<file path="config.mk">
export PLATFORM = sky130hd
export DESIGN_NAME = branch_pred_core_flat
export DESIGN_NICKNAME = d
export VERILOG_FILES = /design/src/rtl/branch_pred_pkg.sv /design/src/rtl/branch_pred_core_if.sv /design/src/rtl/bp_counter_table.sv /design/src/rtl/branch_pred_core.sv /design/src/flat_wrapper.sv
export SDC_FILE = /design/constraint.sdc
export NUM_CORES = 1
export LEC_CHECK = 0
export CORE_MARGIN = 5
export CORE_UTILIZATION = 36
export CTS_CLUSTER_DIAMETER = 30
export DETAILED_ROUTE_END_ITERATION = 6
export MAX_ROUTING_LAYER = met4
export PLACE_DENSITY = 0.61
export SETUP_SLACK_MARGIN = 0.5
export SYNTH_ARGS = -nofsm -noshare
export SYNTH_HDL_FRONTEND = slang
export SYNTH_SLANG_ARGS = --single-unit
</file>
<file path="constraint.sdc">
create_clock -name clk -period 4.62 [get_ports clk]
set_input_delay 0.462 -clock clk [delete_from_list [all_inputs] [get_ports clk]]
set_output_delay 0.462 -clock clk [all_outputs]
set_load 0.02 [all_outputs]
</file>
<file path="src/rtl/branch_pred_pkg.sv">
// -----------------------------------------------------------------------------
// branch_pred_pkg
// Shared types and helpers for the branch prediction core:
//   state_t  - sequencing states of the core (IDLE -> LOOKUP -> UPDATE)
//   ctr_init - reset value of a CTR_W-bit counter (weakly not-taken)
//   sat_inc  - saturating increment against an explicit ceiling
//   sat_dec  - saturating decrement with a floor of zero
// The helpers work on 32-bit values so they can serve both the table counters
// and the statistics counters; callers cast back to their own width.
// -----------------------------------------------------------------------------
package branch_pred_pkg;

    typedef enum logic [1:0] {
        IDLE   = 2'd0,
        LOOKUP = 2'd1,
        UPDATE = 2'd2
    } state_t;

    // Weakly not-taken: the value just below the taken threshold.
    function automatic logic [31:0] ctr_init(input int ctr_w);
        return 32'((64'd1 << (ctr_w - 1)) - 64'd1);
    endfunction

    function automatic logic [31:0] sat_inc(input logic [31:0] v, input logic [31:0] max_v);
        return (v >= max_v) ? v : (v + 32'd1);
    endfunction

    function automatic logic [31:0] sat_dec(input logic [31:0] v);
        return (v == 32'd0) ? v : (v - 32'd1);
    endfunction

endpackage

</file>
<file path="src/rtl/branch_pred_core_if.sv">
// -----------------------------------------------------------------------------
// branch_pred_core_if
// Record handshake between the SPI front-end (master) and the prediction
// core (slave).
//   in_valid               master -> slave  record available
//   in_ready               slave  -> master core can accept this cycle
//   inst_addr[ADDR_W]      master -> slave  branch instruction address
//   direction_ground_truth master -> slave  actual outcome, 1 = taken
// -----------------------------------------------------------------------------
interface branch_pred_core_if
    import branch_pred_pkg::*;
#(
    parameter int ADDR_W = 16
);
    logic              in_valid;
    logic              in_ready;
    logic [ADDR_W-1:0] inst_addr;
    logic              direction_ground_truth;

    modport master (
        output in_valid,
        output inst_addr,
        output direction_ground_truth,
        input  in_ready
    );

    modport slave (
        input  in_valid,
        input  inst_addr,
        input  direction_ground_truth,
        output in_ready
    );
endinterface

</file>
<file path="src/rtl/bp_counter_table.sv">
// -----------------------------------------------------------------------------
// bp_counter_table
// Table of 2^IDX_W saturating counters, each CTR_W bits wide.
//   clk, rst        clock, asynchronous active-high reset (to ctr_init)
//   i_rd_idx        combinational read index
//   o_rd_ctr        counter value at i_rd_idx
//   i_wr_en         apply a training update this cycle
//   i_wr_idx        entry to train
//   i_wr_truth      1 = step counter up, 0 = step counter down (saturating)
// -----------------------------------------------------------------------------
module bp_counter_table
    import branch_pred_pkg::*;
#(
    parameter int IDX_W = 4,
    parameter int CTR_W = 2
) (
    input  logic             clk,
    input  logic             rst,
    input  logic [IDX_W-1:0] i_rd_idx,
    output logic [CTR_W-1:0] o_rd_ctr,
    input  logic             i_wr_en,
    input  logic [IDX_W-1:0] i_wr_idx,
    input  logic             i_wr_truth
);
    localparam int               DEPTH    = 1 << IDX_W;
    localparam logic [CTR_W-1:0] CTR_INIT = CTR_W'(ctr_init(CTR_W));
    localparam logic [31:0]      CTR_MAX  = 32'((64'd1 << CTR_W) - 64'd1);

    logic [CTR_W-1:0] r_ctr [DEPTH];
    logic [CTR_W-1:0] w_wr_next;

    assign o_rd_ctr = r_ctr[i_rd_idx];

    // Next value of the entry being trained, clamped at both ends.
    always_comb begin
        w_wr_next = r_ctr[i_wr_idx];
        if (i_wr_truth) begin
            w_wr_next = CTR_W'(sat_inc(32'(r_ctr[i_wr_idx]), CTR_MAX));
        end else begin
            w_wr_next = CTR_W'(sat_dec(32'(r_ctr[i_wr_idx])));
        end
    end

    // Counter storage: every entry resets to weakly not-taken.
    always_ff @(posedge clk or posedge rst) begin
        if (rst) begin
            for (int i = 0; i < DEPTH; i++) begin
                r_ctr[i] <= CTR_INIT;
            end
        end else if (i_wr_en) begin
            r_ctr[i_wr_idx] <= w_wr_next;
        end
    end

endmodule

</file>
<file path="src/rtl/branch_pred_core.sv">
// -----------------------------------------------------------------------------
// branch_pred_core
// Predicts branch direction from a table of saturating counters (bimodal when
// HIST_W=0, gshare otherwise), reports the prediction and whether it matched
// the ground truth, trains the table and keeps hit/miss statistics.
// One record is processed every three cycles: IDLE (accept), LOOKUP
// (predict), UPDATE (pred strobe, train, shift history, count).
//   clk, rst        clock, asynchronous active-high reset
//   bus (slave)     in_valid / in_ready / inst_addr / direction_ground_truth
//   i_clear_stats   synchronous clear of both statistics counters
//   o_pred_valid    one-cycle strobe while in UPDATE
//   o_pred_taken    predicted direction (counter MSB)
//   o_pred_correct  prediction equals ground truth
//   o_history       global history register (0 when HIST_W=0)
//   o_total_count   records processed (saturating)
//   o_miss_count    mispredictions (saturating)
// -----------------------------------------------------------------------------
module branch_pred_core
    import branch_pred_pkg::*;
#(
    parameter int ADDR_W = 16,
    parameter int IDX_W  = 4,
    parameter int HIST_W = 4,
    parameter int CTR_W  = 2,
    parameter int STAT_W = 16
) (
    input  logic                                   clk,
    input  logic                                   rst,
    branch_pred_core_if.slave                      bus,
    input  logic                                   i_clear_stats,
    output logic                                   o_pred_valid,
    output logic                                   o_pred_taken,
    output logic                                   o_pred_correct,
    output logic [((HIST_W > 0) ? HIST_W : 1)-1:0] o_history,
    output logic [STAT_W-1:0]                      o_total_count,
    output logic [STAT_W-1:0]                      o_miss_count
);
    localparam int          HW_EFF   = (HIST_W > 0) ? HIST_W : 1;
    localparam logic [31:0] STAT_MAX = 32'((64'd1 << STAT_W) - 64'd1);

    state_t            r_state;
    logic [ADDR_W-1:0] r_addr;
    logic              r_truth;
    logic [IDX_W-1:0]  r_idx;
    logic [HW_EFF-1:0] r_hist;
    logic [STAT_W-1:0] r_total;
    logic [STAT_W-1:0] r_miss;
    logic              r_pred_valid;
    logic              r_pred_taken;
    logic              r_pred_correct;

    logic [IDX_W-1:0]  w_hist_fold;
    logic [HW_EFF-1:0] w_hist_next;
    logic [IDX_W-1:0]  w_lookup_idx;
    logic [CTR_W-1:0]  w_rd_ctr;
    logic              w_ctr_taken;
    logic              w_wr_en;
    logic              w_addr_unused;

    // Only the low IDX_W address bits index the table; the rest are latched
    // for completeness and deliberately left unused.
    assign w_addr_unused = ^r_addr;

    // History folding: zero-extend or truncate to IDX_W bits. With no history
    // the register is pinned to zero and indexing degenerates to bimodal.
    generate
        if (HIST_W == 0) begin : g_bimodal
            assign w_hist_fold = {IDX_W{1'b0}};
            assign w_hist_next = {HW_EFF{1'b0}};
        end else begin : g_gshare
            assign w_hist_fold = IDX_W'(r_hist);
            assign w_hist_next = HW_EFF'({r_hist, r_truth});
        end
    endgenerate

    assign w_lookup_idx = r_addr[IDX_W-1:0] ^ w_hist_fold;
    assign w_ctr_taken  = w_rd_ctr[CTR_W-1];
    assign w_wr_en      = (r_state == UPDATE);

    bp_counter_table #(
        .IDX_W (IDX_W),
        .CTR_W (CTR_W)
    ) u_tbl (
        .clk        (clk),
        .rst        (rst),
        .i_rd_idx   (w_lookup_idx),
        .o_rd_ctr   (w_rd_ctr),
        .i_wr_en    (w_wr_en),
        .i_wr_idx   (r_idx),
        .i_wr_truth (r_truth)
    );

    // Sequencer: capture, predict, then train; also owns history and stats.
    always_ff @(posedge clk or posedge rst) begin
        if (rst) begin
            r_state        <= IDLE;
            r_addr         <= {ADDR_W{1'b0}};
            r_truth        <= 1'b0;
            r_idx          <= {IDX_W{1'b0}};
            r_hist         <= {HW_EFF{1'b0}};
            r_total        <= {STAT_W{1'b0}};
            r_miss         <= {STAT_W{1'b0}};
            r_pred_valid   <= 1'b0;
            r_pred_taken   <= 1'b0;
            r_pred_correct <= 1'b0;
        end else begin
            case (r_state)
                IDLE: begin
                    if (bus.in_valid) begin
                        r_addr  <= bus.inst_addr;
                        r_truth <= bus.direction_ground_truth;
                        r_state <= LOOKUP;
                    end else begin
                        r_state <= IDLE;
                    end
                end
                LOOKUP: begin
                    // The index is kept so training hits the entry that predicted.
                    r_idx          <= w_lookup_idx;
                    r_pred_taken   <= w_ctr_taken;
                    r_pred_correct <= (w_ctr_taken == r_truth);
                    r_pred_valid   <= 1'b1;
                    r_state        <= UPDATE;
                end
                UPDATE: begin
                    r_pred_valid <= 1'b0;
                    r_hist       <= w_hist_next;
                    r_state      <= IDLE;
                end
                default: begin
                    r_pred_valid <= 1'b0;
                    r_state      <= IDLE;
                end
            endcase

            // A clear wins over the count of a record finishing this edge.
            if (i_clear_stats) begin
                r_total <= {STAT_W{1'b0}};
                r_miss  <= {STAT_W{1'b0}};
            end else if (r_state == UPDATE) begin
                r_total <= STAT_W'(sat_inc(32'(r_total), STAT_MAX));
                if (!r_pred_correct) begin
                    r_miss <= STAT_W'(sat_inc(32'(r_miss), STAT_MAX));
                end
            end
        end
    end

    assign bus.in_ready   = (r_state == IDLE);
    assign o_pred_valid   = r_pred_valid;
    assign o_pred_taken   = r_pred_taken;
    assign o_pred_correct = r_pred_correct;
    assign o_history      = r_hist;
    assign o_total_count  = r_total;
    assign o_miss_count   = r_miss;

endmodule

</file>
<file path="src/flat_wrapper.sv">
// flat-port wrapper written by rule: the top's interface ports become plain ports
module branch_pred_core_flat import branch_pred_pkg::*;
#(
    parameter int ADDR_W = 16,
    parameter int IDX_W  = 4,
    parameter int HIST_W = 4,
    parameter int CTR_W  = 2,
    parameter int STAT_W = 16
)
  (clk, rst, i_clear_stats, o_pred_valid, o_pred_taken, o_pred_correct, o_history, o_total_count, o_miss_count, bus_in_valid, bus_inst_addr, bus_direction_ground_truth, bus_in_ready);
  branch_pred_core_if #(.ADDR_W(ADDR_W)) bus_i ();
  input  logic clk;
  input  logic rst;
  input  logic i_clear_stats;
  output logic o_pred_valid;
  output logic o_pred_taken;
  output logic o_pred_correct;
  output logic [((HIST_W > 0) ? HIST_W : 1)-1:0] o_history;
  output logic [STAT_W-1:0] o_total_count;
  output logic [STAT_W-1:0] o_miss_count;
  input wire logic [$bits(bus_i.in_valid)-1:0] bus_in_valid;
  input wire logic [$bits(bus_i.inst_addr)-1:0] bus_inst_addr;
  input wire logic [$bits(bus_i.direction_ground_truth)-1:0] bus_direction_ground_truth;
  output wire logic [$bits(bus_i.in_ready)-1:0] bus_in_ready;
  assign bus_i.in_valid = bus_in_valid;
  assign bus_i.inst_addr = bus_inst_addr;
  assign bus_i.direction_ground_truth = bus_direction_ground_truth;
  assign bus_in_ready = bus_i.in_ready;
  branch_pred_core #(.ADDR_W(ADDR_W), .IDX_W(IDX_W), .HIST_W(HIST_W), .CTR_W(CTR_W), .STAT_W(STAT_W)) u_core (.clk(clk), .rst(rst), .bus(bus_i), .i_clear_stats(i_clear_stats), .o_pred_valid(o_pred_valid), .o_pred_taken(o_pred_taken), .o_pred_correct(o_pred_correct), .o_history(o_history), .o_total_count(o_total_count), .o_miss_count(o_miss_count));
endmodule
</file>
* Yosys cells after proc, flatten, opt, wreduce, memory -nomap -nowiden *
Cells that the tools add are included.

cells by class
  add/sub/neg operators = 4
  $mul = 0
  divide/modulo/power cells = 0
  $lt $le $gt $ge = 6
  eq/ne operators = 6
  shift-type cells = 0
  multiplexer cells = 22
  bitwise logic cells = 3
  reduce and logical (&&, ||, !) cells = 7

operators with widths
  cell                                                                    number
  16-bit two-way mux                                                      7
  16-bit by 1-bit adder with 16-bit output (second input constant)        2
  32-bit bitwise mux                                                      1
  16-bit greater-or-equal comparator (second input constant)              2
  2-bit binary-select mux with 4-bit select                               2
  2-bit two-way mux                                                       8
  5-bit greater-or-equal comparator (second input constant)               2
  4-bit inverter with 5-bit output                                        2
  2-bit demux with 4-bit select                                           1
  2-bit != test (second input constant)                                   3
  5-bit by 1-bit < comparator with 1-bit output (second input constant)   1
  2-bit logical NOT                                                       2
  2-bit one-hot mux with 2 select lines                                   1
  2-bit AND reduction                                                     2
  4-bit XOR                                                               1
  3-bit AND reduction                                                     1
  2-bit by 1-bit adder with 2-bit output (second input constant)          1
  2-bit by 1-bit equality test with 1-bit output (second input constant)  1
  2-bit equality test (second input constant)                             1
  2-bit greater-or-equal comparator (second input constant)               1
  1-bit one-hot mux with 2 select lines                                   1
  2-bit nonzero test                                                      1
  2-bit by 1-bit subtractor with 2-bit output (second input constant)     1
  1-bit equality test                                                     1
  other kinds (2)                                                         2

storage, ports and cells
  register bits after elaboration = 82
  bits in latches = 0
  RAM bits = 0
  bits in read-only memories = 0
  input port bits = 21
  word-level logic and storage cells = 74
  memories = 0

* Depth between registers and ports, before layout *
Gate-level depths: netlist of the first run.

  depth after elaboration = 8
  gate-level depth with buffers = 6
  gate-level depth less buffers = 6

* Modules after synthesis *
A second synthesis of the first run with hierarchy kept.

unflattened totals
  cell total of the unflattened synthesis = 390
  area, all modules = 4357.9 um^2

modules (own cells, without submodules)
  module            times used  cells an instance  area an instance (um^2)
  branch_pred_core  1           254                2512.4
  bp_counter_table  1           136                1845.5

* Least setup slack after synthesis of the first run *
No wires, ideal clock.

  path type = reg-to-reg
  start = register u_core.r_hist[0], in the netlist u_core.o_history[0]
  end = register u_core.r_pred_correct, in the netlist u_core.o_pred_correct
  library setup time = 0.126 ns
  arrival time = 2.089 ns
  data required time = 4.494 ns
  slack = 2.405 ns
  stages on the path, launching flop included = 6
  path buffers = 0
  period minus slack after synthesis = 2.215 ns
  cell sequence = dfrtp_1 xnor2_1 mux4_1 a22oi_1 a311oi_1 a221o_1

between the ends
  word-level cells in the longest chain between the ends = 6

ends and longest elaborated chain
  what                                                    RTL line                 RTL
  start: declaration                                      branch_pred_core.sv:45   logic [HW_EFF-1:0] r_hist;
  start signal: assignment                                branch_pred_core.sv:100  r_hist <= {HW_EFF{1'b0}};
  start signal: assignment                                branch_pred_core.sv:127  r_hist <= w_hist_next;
  4-bit XOR                                               branch_pred_core.sv:76   assign w_lookup_idx = r_addr[IDX_W-1:0] ^ w_hist_fold;
  4-bit inverter with 5-bit output (implied by the code)  bp_counter_table.sv:32   assign o_rd_ctr = r_ctr[i_rd_idx];
  2-bit binary-select mux with 4-bit select               bp_counter_table.sv:32
  2-bit two-way mux (implied by the code) (2 in series)   bp_counter_table.sv:32
  1-bit equality test                                     branch_pred_core.sv:121  r_pred_correct <= (w_ctr_taken == r_truth);
  end signal: assignment                                  branch_pred_core.sv:121
  end: declaration                                        branch_pred_core.sv:50   logic r_pred_correct;

No other way between the ends. The select of a mux whose other input is x is not followed.
A chain may end at the register's enable or synchronous reset.

* Worst setup path after layout of the first run *
  start = register u_core.r_idx[1]
  end = register u_core.u_tbl.r_ctr[31] (netlist bit)

between the ends
  word-level cells in the longest chain between the ends = 8
  elaborated cells between the ends (all ways) = 17
  classes of those cells = add/sub (2); order compare (3); mux (9); bitwise (1); reduce/logical (2)

ends and longest elaborated chain
  what                                                                 RTL line                                                                RTL
  start: declaration                                                   branch_pred_core.sv:44                                                  logic [IDX_W-1:0] r_idx;
  start signal: assignment                                             branch_pred_core.sv:99                                                  r_idx <= {IDX_W{1'b0}};
  start signal: assignment                                             branch_pred_core.sv:119                                                 r_idx <= w_lookup_idx;
  4-bit inverter with 5-bit output (implied by the code) (*)           bp_counter_table.sv:38, bp_counter_table.sv:40, bp_counter_table.sv:51
  2-bit binary-select mux with 4-bit select                            bp_counter_table.sv:38, bp_counter_table.sv:40
  2-bit two-way mux (implied by the code) (2 in series)                bp_counter_table.sv:38, bp_counter_table.sv:40
  2-bit by 1-bit subtractor with 2-bit output (tied with other cells)  branch_pred_pkg.sv:29                                                   return (v == 32'd0) ? v : (v - 32'd1);
  2-bit two-way mux (on tied branches)                                 branch_pred_pkg.sv:29, branch_pred_pkg.sv:25
  2-bit two-way mux                                                    bp_counter_table.sv:37                                                  if (i_wr_truth) begin
  32-bit bitwise mux (*)                                               bp_counter_table.sv:51                                                  r_ctr[i_wr_idx] <= w_wr_next;
  end signal: indexed assignment                                       bp_counter_table.sv:51
  end: declaration                                                     bp_counter_table.sv:29                                                  logic [CTR_W-1:0] r_ctr [DEPTH];

Every way passes the cells marked *; elsewhere a longest branch is shown, timed or not. The select of a mux whose other input is x is not followed.

==> results by group, run 1 <==
Outcome
  • Run status: finished clean

Global route
  • Largest net degree at the start of global routing: between 50 and 60
  • GRT overflow: 0
  • Vias in the first global route: 3,174
  • First-pass GRT wire length: 16,300 um
  • All-Layer GR Usage: 0.146
  • Initial antenna violation count: 0

STA
  • Setup TNS: 0 ns
  • Slew Limit Fails: 0
  • RSZ-0062 raised after global routing: no
  • Least-Margin Pin Slew: 0.895 ns
  • Max Fclk: ~400 MHz
  • Clock Skew: between 0.005 and 0.006 ns
  • Final WS setup: 2.15 ns
  • Final hold vios: 0
  • Worst hold slack: 0.507 ns
  • Final min period: around 2.5 ns
  • Slew HR: 0.402
  • Period utilisation layout: 0.534
  • Final setup violation count: 0

Placement
  • Placed standard-cell area: 4820 um^2
  • Placer Congestion: about 0.81
  • Placed instance count: 551
  • Port Buffers: 48
  • Worst slack at placement: 2.08 ns
  • DP HPWL: 6560 um

Hold path
  • Startpoint of the worst hold path: u_core.o_pred_valid
  • Hold Path Class: flip-flop to flip-flop
  • WHS Endpoint: u_core.o_pred_valid
  • Worst Hold Path Cells: 2

Critical path
  • Reg2Reg Depth: 4
  • Startpoint types: flip-flop
  • R2r endpoint: u_core.u_tbl.r_ctr[31]
  • R2R Setup Slk: 2.15 ns
  • CP max stage delay: 0.79 ns
  • Slowest cell on crit path: dfrtp_1
  • CP top delay family: multiplexers
  • CP Max Fanout: 15
  • CP Depth: 4
  • Crit path cell chain: mux4_2 > mux2_2 > maj3_2 > mux2_2
  • Critical Path Start: u_core.r_idx[1]
  • Req. time, crit path: about 4.8 ns
  • Critical setup path kind: flip-flop to flip-flop
  • Worst EP arrival: approximately 2.7 ns
  • Buf/Inv on CP: 0
  • Reg2Reg Launch Point: u_core.r_idx[1]
  • Crit end category: flip-flop
  • Most frequent CP cell: mux2_2

Synth
  • Post-Syn Nets: 395
  • Sequential fraction of the synthesis area: 0.493
  • Synth unique cells: 46
  • Yosys Warn Count: 0
  • EDFF count, synth: 0
  • Ys flop type: dfrtp_1
  • Synth Instances: 372
  • Async S/R FF share, synth: 1.00
  • Mean Syn Cell Area: ~11 um^2
  • Mapped Area: between 4000 and 5000 um^2
  • Seq cells post-synth: 82

Route
  • DR vias/cell: 5.37
  • Vias: ~3,000
  • Top routing layer in use: met4
  • DR iter-0 viols: 251
  • Pre-antenna DRT Iters: 6
  • Metal3 WL: 390 um
  • DRC Markers: 0
  • M1 WL: 4220 um
  • Drt total wl: about 9300 um
  • Antenna-violating nets left: 0
  • DR WL met2: roughly 4600 um
  • Avg WL per Cell: 16.4 um

Final layout
  • FF+latch area: around 2100 um^2
  • Ant diodes: 0
  • Multi-input logic area: 2040 um^2
  • Filler cells: around 1,100
  • Layout Nets: about 440
  • Syn-to-layout area delta: 21.7%
  • Post-Layout Cell Count: 567
  • Share of post-route cells with drive strength above 1: 0.222
  • Finished Cell Area: approximately 5100 um^2

Power
  • Sw Ratio: 0.313
  • Sequential share of power: 0.454
  • Share of total power in combinational logic: 0.250
  • Psw: roughly 0.00073 W
  • Pwr/cell area: 456 nW/um^2
  • Clk network pwr share: 0.296
  • Leak Pwr: 2.10 nW
  • Internal: 0.00160 W
  • VDD IR max: 181 uV

Floorplanning
  • Die Height: 118 um
  • # rows: 39
  • Core box area: 11,400 um^2
  • Starting density of the core: 0.368
  • Die X: 118 um
  • Ports: 61
  • Full die area: about 14,000 um^2

Clock tree
  • Setup Fix Bufs, Post-CTS: 0
  • H-tree depth: 3
  • CTS tree: yes
  • Root Driver: clkbuf_16
  • Worst skew pair latency: around 0.34 ns
  • Post-CTS sizing: 0
  • Reg clk slew, reported paths: 0.06 ns
  • Max Buffers Root-to-Sink: 2
  • CTS Hold Bufs: 0
  • Num CTS Buffers: 9
  • CTS sink cnt: 82

Flow run
  • Max Cap Violations: 0
[cell type report]
cell class / instances / area share
Sequential cell: 82 / 0.406
Multi-Input combinational cell: 268 / 0.399
Timing Repair Buffer: 50 / 0.0970
Clock buffer: 12 / 0.0522
Tap cell: 143 / 0.0350
Inverter: 8 / 0.00612
Clock inverter: 4 / 0.00490
[sequential cells by signal, indices dropped and copies added (netlist names)]
register               count
u_core.o_pred_valid        1
u_core.u_tbl.r_ctr        32
u_core.o_pred_taken        1
u_core.o_history           4
u_core.o_miss_count       16
u_core.r_state             2
u_core.o_total_count      16
u_core.o_pred_correct      1
u_core.r_idx               4
u_core.r_truth             1
u_core.r_addr              4
[synth_stat cells (all sizes together), types with 5 or more instances]
| library cell | instances | area [um^2] |
|---|---|---|
| and4 | 6 | 52.6 |
| dfrtp | 66 | 1650 |
| inv | 8 | 30.0 |
| dfstp | 16 | 420 |
| xor2 | 12 | 105 |
| nand2 | 38 | 143 |
| nor2b | 6 | 37.5 |
| nand3 | 11 | 55.1 |
| and3 | 6 | 37.5 |
| xnor2 | 15 | 131 |
| nor2 | 39 | 146 |
| clkbuf | 9 | 33.8 |
| nand4 | 9 | 56.3 |
| a21oi | 8 | 40.0 |
| mux2 | 41 | 462 |
| o21ai | 13 | 65.1 |
| buf | 5 | 23.8 |
| mux4 | 12 | 278 |
[per-layer routing]
layer	track usage	vias to the layer above
met4	0.0387	0
met1	0.190	1536
li1	-	1434
met5	-	-
met2	0.229	61
met3	0.0380	15
[how the worst max path moves through the flow]
| stage | end | slack [ns] |
|---|---|---|
| after floorplan | u_core.o_history[0] | 2.08 |
| after global placement | u_core.o_miss_count[12] | 2.05 |
| after detailed placement | u_core.o_miss_count[12] | 2.08 |
| after CTS | u_core.u_tbl.r_ctr[31] | 2.15 |
| after global routing | u_core.u_tbl.r_ctr[1] | 2.03 |
| final | u_core.u_tbl.r_ctr[31] | 2.15 |
[logic make-up after synthesis]
| kind of cell | synth area share |
|---|---|
| and+or+nand+nor | 0.157 |
| DFF | 0.493 |
| muxes | 0.186 |
| AOI/OAI and AO/OA | 0.0700 |
| xor gates and xnor gates | 0.0563 |
| buffers and inverters | 0.0209 |
| adders and majority gates | 0.0167 |
[metrics by stage]
stage,util,power (W)
after global placement,0.422,0.00164
after detailed placement,0.422,0.00166
final,0.447,0.00233
after CTS,0.447,0.00236
after floorplan,-,0.00147
after global routing,0.447,0.00248
[placed cells by master (no fill, tap or decap), types with 3 or more instances in the layout]
cell	n
dfrtp_1	66
clkdlybuf4s50_1	48
mux2_2	41
nor2_1	39
nand2_1	38
dfstp_2	16
xnor2_1	15
o21ai_0	13
xor2_1	12
nand3_1	11
mux4_2	10
nand4_1	9
clkbuf_16	9
a21oi_1	8
inv_1	7
and4_1	6
and3_1	6
nor2b_1	6
and2_1	4
maj3_2	4
mux2i_1	4
or3_1	4
a211oi_1	4
a2111oi_0	4
nor3_1	3
o211ai_1	3
clkinv_2	3
clkbuf_8	3
[worst register-to-register path: cells and delay by family, from the launching register on]
family	cells	cell delay [ns]
flip-flops	1	0.79
multiplexers	3	1.19
adder cells (fa/ha/maj)	1	0.38
[power by group through the flow]
stage / Combinational [W] / Clock (W) / Sequential, W
floorplan: 0.000464 / 0 / 0.00100
global placement: 0.000576 / 0 / 0.00107
detailed placement: 0.000588 / 0 / 0.00107
CTS: 0.000591 / 0.000706 / 0.00106
global route: 0.000643 / 0.000746 / 0.00109
finish: 0.000582 / 0.000689 / 0.00106
Power figures use the tool's default switching activity.
==> run 2, diff against run 1 <==
- clock period: 4.62 -> 2.4 ns (I/O delays scaled with it)
==> run 2 against run 1 <==
Global-route usage is 0.066 points lower. Critical path depth stayed put. Hold slack worse by 0.12 ns. Maximum frequency is 17% higher. Routed wire length is 3.7% higher. Die area stayed put.
==> results by group, run 2 (synthesis results as in run 1) <==
Power
  • Pwr/cell area: 880 nW/um^2
  • Leak Pwr: 2.26 nW
  • VDD IR max: 847 uV

Critical path
  • Startpoint types: flip-flop
  • R2R Setup Slk: 0.29 ns
  • Crit end category: flip-flop
  • Req. time, crit path: approximately 2.6 ns
  • Worst EP arrival: 2.33 ns
  • CP Max Fanout: 8
  • Critical setup path kind: flip-flop to flip-flop

Clock tree
  • Num CTS Buffers: 9
  • Max Buffers Root-to-Sink: 2
  • CTS tree: yes
  • Root Driver: clkbuf_16
  • Worst skew pair latency: 0.33 ns
  • CTS sink cnt: between 80 and 90
  • CTS Hold Bufs: 0
  • Reg clk slew, reported paths: 0.06 ns
  • H-tree depth: 3

Placement
  • Placer Congestion: roughly 0.78
  • DP HPWL: 6610 um
  • Port Buffers: between 40 and 50
  • Placed instance count: 559
  • Placed standard-cell area: 4960 um^2

Global route
  • All-Layer GR Usage: 0.146
  • Initial antenna violation count: 0
  • First-pass GRT wire length: 16,200 um
  • Vias in the first global route: 3,159
  • GRT overflow: 0
  • Largest net degree at the start of global routing: 83

Route
  • Pre-antenna DRT Iters: 5
  • DRC Markers: 0
  • Drt total wl: 9640 um
  • DR iter-0 viols: ~190
  • Vias: 3,147
  • Antenna-violating nets left: 0
  • DR vias/cell: roughly 5.3
  • Avg WL per Cell: 16.3 um

Final layout
  • Ant diodes: 0
  • Filler cells: 1,051
  • Commonest non-fill, non-tap cell in the layout: dfrtp_1
  • Largest Register: u_core.u_tbl.r_ctr
  • Layout Nets: ~470
  • Post-Layout Cell Count: 590
  • FF+latch area: 2090 um^2
  • Multi-input logic area: between 2000 and 2500 um^2
  • Syn-to-layout area delta: 30.8%
  • Finished Cell Area: ~5500 um^2
  • Commonest non-fill, non-tap cells in the layout: dfrtp_1 (51), clkdlybuf4s50_1 (47), nor2_1 (39)
  • Largest register FFs: 32
  • Share of post-route cells with drive strength above 1: 0.338

STA
  • RSZ-0062 raised after global routing: yes
  • Least-Margin Pin Slew: 0.576 ns
  • Final hold vios: 0
  • Worst hold slack: 0.389 ns
  • Max Fclk: ~470 MHz
  • Slew Limit Fails: 0
  • Slew HR: 0.616
  • Clock Skew: 0.00541 ns
  • Final setup violation count: 0
  • Setup TNS: 0 ns
  • Period utilisation layout: 0.879
  • Final min period: around 2.1 ns

Floorplanning
  • Starting density of the core: 0.368
  • Die Height: 118 um
  • Die X: 118 um
  • Ports: 61
  • # rows: 39
  • Core box area: roughly 11,000 um^2
  • Full die area: 13,900 um^2

Flow run
  • Max Cap Violations: 0

Outcome
  • Run status: finished clean

Hold path
  • Hold Path Class: input pin to asynchronous set/reset pin
[run 2: cell count changes in the layout (fill, tap and decap cells not counted), sizes merged]
| cell | change |
|---|---|
| clkdlybuf4s50 | -1 |
| buf | +23 |
| bufinv | +1 |
| dlymetal6s2s | +1 |
| clkinv | -1 |
[run 2: metrics by stage]
stage,worst slack (ns),util,total power [W]
2_1_floorplan,0.455,-,0.00292
3_3_place_gp,0.140,0.434,0.00327
3_5_place_dp,0.0806,0.434,0.00331
4_1_cts,0.266,0.471,0.00484
5_1_grt,0.216,0.481,0.00512
6_report,0.290,0.481,0.00483
[run 2: repair_timing]
action	4_1_cts	5_1_grt
buffers inserted	7	8
setup endpoints to repair	48	44
pin swaps	3	7
cloned	0	0
resized for setup	14	22
[run 2: worst max-delay path, stage by stage, from the launching register on]
cell	delay, ns
dfrtp_2	0.49
mux4_2	0.54
mux2_4	0.30
maj3_4	0.38
mux2_2	0.28
[run 2: final cells by class]
class                           instances  area share
Inverter                                8     0.00615
Timing Repair Buffer                   73       0.125
Multi-Input combinational cell        268       0.400
Sequential cell                        82       0.381
Clock inverter                          4     0.00934
Clock buffer                           12      0.0467
Tap cell                              143      0.0326
[run 2: power breakdown]
| part | internal (W) | switching (W) |
|---|---|---|
| registers | 0.00171 | 0.000314 |
| clock network | 0.000863 | 0.000543 |
| logic | 0.000762 | 0.000643 |
[run 2: final timing paths]
path	from	to	depth (start not counted)
min in group clk	u_core.o_pred_taken	u_core.o_pred_taken	2
max in group asynchronous	rst	u_core.u_tbl.r_ctr[26]	3
worst max-delay path	u_core.r_idx[1]	u_core.u_tbl.r_ctr[25]	4
worst min register to register	u_core.o_pred_taken	u_core.o_pred_taken	2
worst max register to register	u_core.r_idx[1]	u_core.u_tbl.r_ctr[25]	4
worst min-delay path	rst	u_core.o_miss_count[7]	3
[run 2: routing by layer]
metal	vias up	global-route usage	wire, um
met5	-	-	0
met4	0	0.0509	133
met3	12	0.0288	307
met2	67	0.227	4730
met1	1575	0.191	4480
li1	1493	-	-
